===== src/rtl/isa_pkg.sv =====
// ----------------------------------------------------------------------------
// isa_pkg : opcode map, instruction field positions and fetch FSM encoding
// Revision: 1.0
// ----------------------------------------------------------------------------
`default_nettype none

package isa_pkg;

  localparam logic [3:0] OP_LOAD  = 4'b0000;
  localparam logic [3:0] OP_STORE = 4'b0010;
  localparam logic [3:0] OP_STRI  = 4'b0100;
  localparam logic [3:0] OP_BOZ   = 4'b0110;
  localparam logic [3:0] OP_BRAN  = 4'b1000;
  localparam logic [3:0] OP_COMP  = 4'b1010;

  localparam int OPC_MSB = 15;
  localparam int OPC_LSB = 12;
  localparam int OFF_MSB = 7;
  localparam int OFF_LSB = 0;

  localparam logic [1:0] FETCH = 2'd0;
  localparam logic [1:0] STALL = 2'd1;
  localparam logic [1:0] FLUSH = 2'd2;

  // Odd opcodes are the ALU operations that write a register.
  function automatic logic is_alu_write(input logic [3:0] opc);
    return opc[0];
  endfunction

endpackage

`default_nettype wire


===== src/rtl/fetch_buffer.sv =====
// ----------------------------------------------------------------------------
// fetch_buffer : in-order current + prefetch register pair with push/pop/clear
// Revision: 1.0
// ----------------------------------------------------------------------------
`default_nettype none

module fetch_buffer #(
  parameter int INSTR_W = 16,
  parameter int PC_W    = 8
) (
  input  logic               clk,
  input  logic               rst,
  input  logic               push,
  input  logic [INSTR_W-1:0] push_instr,
  input  logic [PC_W-1:0]    push_pc,
  input  logic               pop,
  input  logic               clear,
  output logic [INSTR_W-1:0] cur_instr,
  output logic [PC_W-1:0]    cur_pc,
  output logic               empty,
  output logic               full,
  output logic               full_next
);

  logic               cur_valid_q, cur_valid_d;
  logic [INSTR_W-1:0] cur_instr_q, cur_instr_d;
  logic [PC_W-1:0]    cur_pc_q, cur_pc_d;
  logic               pf_valid_q, pf_valid_d;
  logic [INSTR_W-1:0] pf_instr_q, pf_instr_d;
  logic [PC_W-1:0]    pf_pc_q, pf_pc_d;

  always_comb begin
    cur_valid_d = cur_valid_q;
    cur_instr_d = cur_instr_q;
    cur_pc_d    = cur_pc_q;
    pf_valid_d  = pf_valid_q;
    pf_instr_d  = pf_instr_q;
    pf_pc_d     = pf_pc_q;
    if (clear) begin
      cur_valid_d = 1'b0;
      pf_valid_d  = 1'b0;
    end else if (pop) begin
      // Older prefetched word moves up before any newly pushed word.
      if (pf_valid_q) begin
        cur_valid_d = 1'b1;
        cur_instr_d = pf_instr_q;
        cur_pc_d    = pf_pc_q;
        pf_valid_d  = push;
        if (push) begin
          pf_instr_d = push_instr;
          pf_pc_d    = push_pc;
        end
      end else begin
        cur_valid_d = push;
        if (push) begin
          cur_instr_d = push_instr;
          cur_pc_d    = push_pc;
        end
      end
    end else if (push) begin
      if (!cur_valid_q) begin
        cur_valid_d = 1'b1;
        cur_instr_d = push_instr;
        cur_pc_d    = push_pc;
      end else begin
        pf_valid_d = 1'b1;
        pf_instr_d = push_instr;
        pf_pc_d    = push_pc;
      end
    end
  end

  always_ff @(posedge clk) begin
    if (rst) begin
      cur_valid_q <= 1'b0;
      cur_instr_q <= '0;
      cur_pc_q    <= '0;
      pf_valid_q  <= 1'b0;
      pf_instr_q  <= '0;
      pf_pc_q     <= '0;
    end else begin
      cur_valid_q <= cur_valid_d;
      cur_instr_q <= cur_instr_d;
      cur_pc_q    <= cur_pc_d;
      pf_valid_q  <= pf_valid_d;
      pf_instr_q  <= pf_instr_d;
      pf_pc_q     <= pf_pc_d;
    end
  end

  assign cur_instr = cur_instr_q;
  assign cur_pc    = cur_pc_q;
  assign empty     = ~cur_valid_q;
  assign full      = cur_valid_q & pf_valid_q;
  assign full_next = cur_valid_d & pf_valid_d;

endmodule

`default_nettype wire


===== src/rtl/instr_fetch_unit.sv =====
// ----------------------------------------------------------------------------
// instr_fetch_unit : PC, fetch FSM and branch redirection feeding the decoder
// Revision: 1.0
// ----------------------------------------------------------------------------
`default_nettype none

module instr_fetch_unit
  import isa_pkg::*;
#(
  parameter int              PC_W     = 8,
  parameter logic [PC_W-1:0] RESET_PC = '0,
  parameter int              INSTR_W  = 16
) (
  input  logic               clk,
  input  logic               rst,
  output logic               imem_req,
  output logic [PC_W-1:0]    imem_addr,
  input  logic               imem_ack,
  input  logic [INSTR_W-1:0] imem_rdata,
  output logic               instr_valid,
  input  logic               instr_ready,
  output logic [INSTR_W-1:0] instr,
  output logic [3:0]         opcode,
  output logic [PC_W-1:0]    instr_pc,
  input  logic               bra,
  input  logic               branch,
  input  logic               zero
);

  logic [1:0]      state_q, state_d;
  logic [PC_W-1:0] fetch_pc_q, fetch_pc_d;
  logic [PC_W-1:0] redirect_q, redirect_d;
  logic            run_q, run_d;

  logic               buf_push, buf_pop, buf_clear;
  logic               buf_empty, buf_full, buf_full_next;
  logic [INSTR_W-1:0] buf_instr;
  logic [PC_W-1:0]    buf_pc;

  logic            ack_v, accept, taken;
  logic [PC_W-1:0] off_ext, target;

  fetch_buffer #(
    .INSTR_W (INSTR_W),
    .PC_W    (PC_W)
  ) u_fetch_buffer (
    .clk        (clk),
    .rst        (rst),
    .push       (buf_push),
    .push_instr (imem_rdata),
    .push_pc    (fetch_pc_q),
    .pop        (buf_pop),
    .clear      (buf_clear),
    .cur_instr  (buf_instr),
    .cur_pc     (buf_pc),
    .empty      (buf_empty),
    .full       (buf_full),
    .full_next  (buf_full_next)
  );

  assign instr_valid = ~buf_empty;
  assign instr       = buf_instr;
  assign opcode      = buf_instr[OPC_MSB:OPC_LSB];
  assign instr_pc    = buf_pc;

  assign accept  = instr_valid & instr_ready;
  assign taken   = accept & (bra | (branch & zero));
  assign ack_v   = imem_req & imem_ack;
  assign off_ext = PC_W'(signed'(buf_instr[OFF_MSB:OFF_LSB]));
  assign target  = buf_pc + PC_W'(1) + off_ext;

  // State register; run_q keeps imem_req low during and right after reset.
  always_ff @(posedge clk) begin
    if (rst) begin
      state_q    <= FETCH;
      fetch_pc_q <= RESET_PC;
      redirect_q <= RESET_PC;
      run_q      <= 1'b0;
    end else begin
      state_q    <= state_d;
      fetch_pc_q <= fetch_pc_d;
      redirect_q <= redirect_d;
      run_q      <= run_d;
    end
  end

  always_comb begin
    state_d    = state_q;
    fetch_pc_d = fetch_pc_q;
    redirect_d = redirect_q;
    run_d      = 1'b1;
    case (state_q)
      FETCH: begin
        if (taken) begin
          if (ack_v || !imem_req) begin
            fetch_pc_d = target;
          end else begin
            redirect_d = target;
            state_d    = FLUSH;
          end
        end else if (ack_v) begin
          fetch_pc_d = fetch_pc_q + PC_W'(1);
          if (buf_full_next) state_d = STALL;
        end
      end
      STALL: begin
        if (taken) begin
          fetch_pc_d = target;
          state_d    = FETCH;
        end else if (accept) begin
          state_d = FETCH;
        end
      end
      FLUSH: begin
        // The stale word is dropped; only then does the redirect take effect.
        if (ack_v) begin
          fetch_pc_d = redirect_q;
          state_d    = FETCH;
        end
      end
      default: state_d = FETCH;
    endcase
  end

  always_comb begin
    imem_req  = run_q & (((state_q == FETCH) & ~buf_full) | (state_q == FLUSH));
    imem_addr = fetch_pc_q;
    buf_push  = ack_v & (state_q == FETCH) & ~taken;
    buf_pop   = accept;
    buf_clear = taken;
  end

endmodule

`default_nettype wire


===== config.mk =====
export PLATFORM = sky130hd
export DESIGN_NAME = instr_fetch_unit
export DESIGN_NICKNAME = d
export VERILOG_FILES = /design/src/rtl/isa_pkg.sv /design/src/rtl/fetch_buffer.sv /design/src/rtl/instr_fetch_unit.sv
export SDC_FILE = /design/constraint.sdc
export NUM_CORES = 1
export LEC_CHECK = 0
export CORE_UTILIZATION = 53
export CTS_CLUSTER_SIZE = 30
export DETAILED_ROUTE_END_ITERATION = 8
export PLACE_DENSITY = 0.79
export SYNTH_ARGS = -nofsm -noshare
export SYNTH_HDL_FRONTEND = slang
export SYNTH_SLANG_ARGS = --single-unit
export TNS_END_PERCENT = 5

===== constraint.sdc =====
create_clock -name clk -period 2.45 [get_ports clk]
set_clock_uncertainty 0.05 [all_clocks]
set_input_delay 0.245 -clock clk [delete_from_list [all_inputs] [get_ports clk]]
set_output_delay 0.245 -clock clk [all_outputs]
set_load 0.05 [all_outputs]

==> qor.csv <==
metric,value,unit
layout cells sized above 1,8.65,%
Post-DRT Antenna Nets,0,
Die X,83.9,µm
Power Density,631,mW/mm²
drt pass-1 iters,6,
Sw Pwr,0.845,mW
Yosys top cell area share,38.9,%
fmax,430,MHz
Leakage Power,1.75,nW
post-placement cell area,0.00420,mm²
Synth-to-Final Area Change,24.6,%
Starting Density,55.3,%
Mapped Nets,430,
crit path cell chain,inv_1 > ha_1 > inv_1 > fa_1 > a211oi_2 > o21ai_0 > a21oi_1 > xnor2_1 > a221oi_1 > o32ai_1,
global route overflow,0,
Async SR Flop Fraction,0,%
routability cong.,0.847,
reg2reg start,u_fetch_buffer.cur_instr[0],
post-DP HPWL,5.65,mm
pre-CTS setup slack,0.205,ns
post-synthesis xor/xnor area fraction,2.47,%
"most used cell, CP",inv_1,
critical path class,reg -> reg,
minimum clock period,2.32,ns
post-synthesis adder-cell area fraction,4.79,%
metal2 WL,3.87,mm
"Clk Latency, worst-skew pair",0.33,ns
worst ir drop on vdd,0.536,mV
Yosys cell types,50,
buffers and inverters on the worst path,2,
Least-Margin Pin Slew,0.575,ns
Layout Utilization,68.9,%
# diodes,0,
nets@finish,482,
failing checks,DRC,
clock buffer depth,2,
first-pass GRT wire length,13.9,mm
Tot GR Track Use,24.4,%
largest net degree at the start of global routing,49,
Post-Synthesis Cells,394,
ys flop type,dfxtp_1,
period utilization,94.9,%
worst rel slew slack,61.6,%
Hold Path Class,in -> reg,
final worst slack,0.126,ns
sequential-to-total area share from yosys stat,38.9,%
Crit path largest cell delay,0.43,ns
register bit count reported by yosys,69,
Max-Cap Viols,0,
Top delay family on crit path,compound AO/OA/AOI/OAI gates,
post-synthesis compound-gate area fraction,17.5,%
CTS tree,built,
DRT iter0 DRCs,171,
Critical Path Slowest Stage Cell,fa_1,
# rows,29,
most frequent cell after synthesis,nor2_1,
combinational power share,19.4,%
Post-Synth Simple-Gate Area,14.9,%
post-synth top area cell,dfxtp_1,
endpoints failing setup,0,
required time of the critical path,2.65,ns
Switching Fraction,30.3,%
Core ar.,0.00642,mm²
post-synthesis mux area share,15.5,%
initial antenna violation count,0,
number of port buffers,60,
Synth area leaders,"dfxtp_1 39%, mux2i_1 15%, nor2_1 7.6%",
Hold Crit Start,rst,
CP endpoint kind,register,
"Max FO, Critical Path",3,
Final Hold Vio Count,0,
Synth Warn #,0,
Post-synth EDFFs,0,
clk slew on worst S/H paths,0.08,ns
Die Y,83.9,µm
CTS Sinks,69,
CTS H-tree lvls,3,
DRC,2,
fin area,0.00442,mm²
largest family of logic cells by synthesized area,compound AO/OA/AOI/OAI gates,
Worst Path Arrival,2.52,ns
metal3 WL,464,µm
total internal power,1.95,mW
outcome,finished with violations,
CTS buffer count,9,
io pins,61,
die area,0.00703,mm²
routed wire length,8.15,mm
via count,3026,
M1 wire length,3.73,mm
Seq pwr share,43.6,%
start point of the critical path,u_fetch_buffer.cur_instr[0],
Post-synth top cells,"72 x nor2_1, 69 x dfxtp_1, 55 x mux2i_1",
Slew Limit Fails,0,
Root Driver,clkbuf_8,
Clock power frac,37.1,%
r2r setup slk,0.13,ns
Avg WL per Cell,15.4,µm
number of vias per cell,5.73,
crit start category,register,
Top Layer Used,met4,
netlist area before placement,0.00355,mm²
vias in the first global route,2872,
Mean Syn Cell Area,9.02,µm²
## power by group through the flow
stage          Combinational [mW]  Sequential [mW]  Clock (mW)
2_1_floorplan               0.240             1.36           0
3_3_place_gp                0.529             1.24           0
3_5_place_dp                0.535             1.24           0
4_1_cts                     0.539             1.22        1.06
5_1_grt                     0.575             1.22        1.11
6_report                    0.540             1.22        1.04
## final cells by class
| cell class | count | area (µm²) |
|---|---|---|
| fill | 503 | 2000 |
| multi-input combinational | 283 | 1970 |
| sequential | 69 | 1380 |
| timing repair buffer | 70 | 706 |
| clock buffer | 9 | 124 |
| clock inverter | 7 | 98.8 |
| tap | 77 | 96.3 |
| inverter | 13 | 48.8 |
## final timing paths
path | end | depth (start not counted)
max | imem_addr[6] | 10
min | u_fetch_buffer.pf_instr_q[1] | 2
max reg2reg | imem_addr[6] | 10
min reg2reg | u_fetch_buffer.pf_instr_q[3] | 2
## placed cells by master (no fill, tap or decap), drive strengths merged, types with 12 or more instances in the layout
cell type,count
nor2,74
dfxtp,69
clkdlybuf4s50,58
mux2i,55
a211oi,32
o21ai,15
inv,14
nand2,13
a21oi,12
ha,12
nand3,12
buf,12
## worst register-to-register path: stages (launching register included)
cell      delay (ns)
dfxtp_1         0.34
inv_1           0.06
ha_1            0.16
inv_1           0.06
fa_1            0.43
a211oi_2        0.25
o21ai_0         0.11
a21oi_1         0.18
xnor2_1         0.20
a221oi_1        0.13
o32ai_1         0.27
## state kept, by name, indices dropped and copies added, names as in the netlist, 2 cells and up
| name | cells |
|---|---|
| u_fetch_buffer.cur_instr | 16 |
| u_fetch_buffer.pf_instr_q | 16 |
| imem_addr | 8 |
| redirect_q | 8 |
| u_fetch_buffer.cur_pc | 8 |
| u_fetch_buffer.pf_pc_q | 8 |
| state_q | 2 |
## cells by family (layout without fill, tap and decap cells)
kind of cell,after synthesis,count (layout)
and+or+nand+nor,117,117
muxes,55,55
buffers and inverters,42,99
AOI/OAI and AO/OA,88,88
xor gates and xnor gates,10,10
adders and majority gates,13,13
DFF,69,69
## timing repair
action / 4_1_cts / 5_1_grt
setup buffers: 0 / 0
hold buffers: 0 / 0
setup endpoints to repair: 0 / 1
gates resized for setup: 0 / 1
## through the flow
stage	power, mW	hold slack (ns)	setup TNS (ns)	instances
2_1_floorplan	1.59	0.304	0	394
3_3_place_gp	1.77	0.421	0	512
3_5_place_dp	1.78	0.434	0	512
4_1_cts	2.81	0.292	0	528
5_1_grt	2.91	0.314	-0.0281	528
6_report	2.79	0.296	0	528
## layer usage
layer  GRT usage [%]  vias up
met4            6.11        0
met1            31.9     1437
li1                -     1516
met3            7.32        9
met5               0        -
met2            39.3       64
Power figures use the tool's default switching activity.
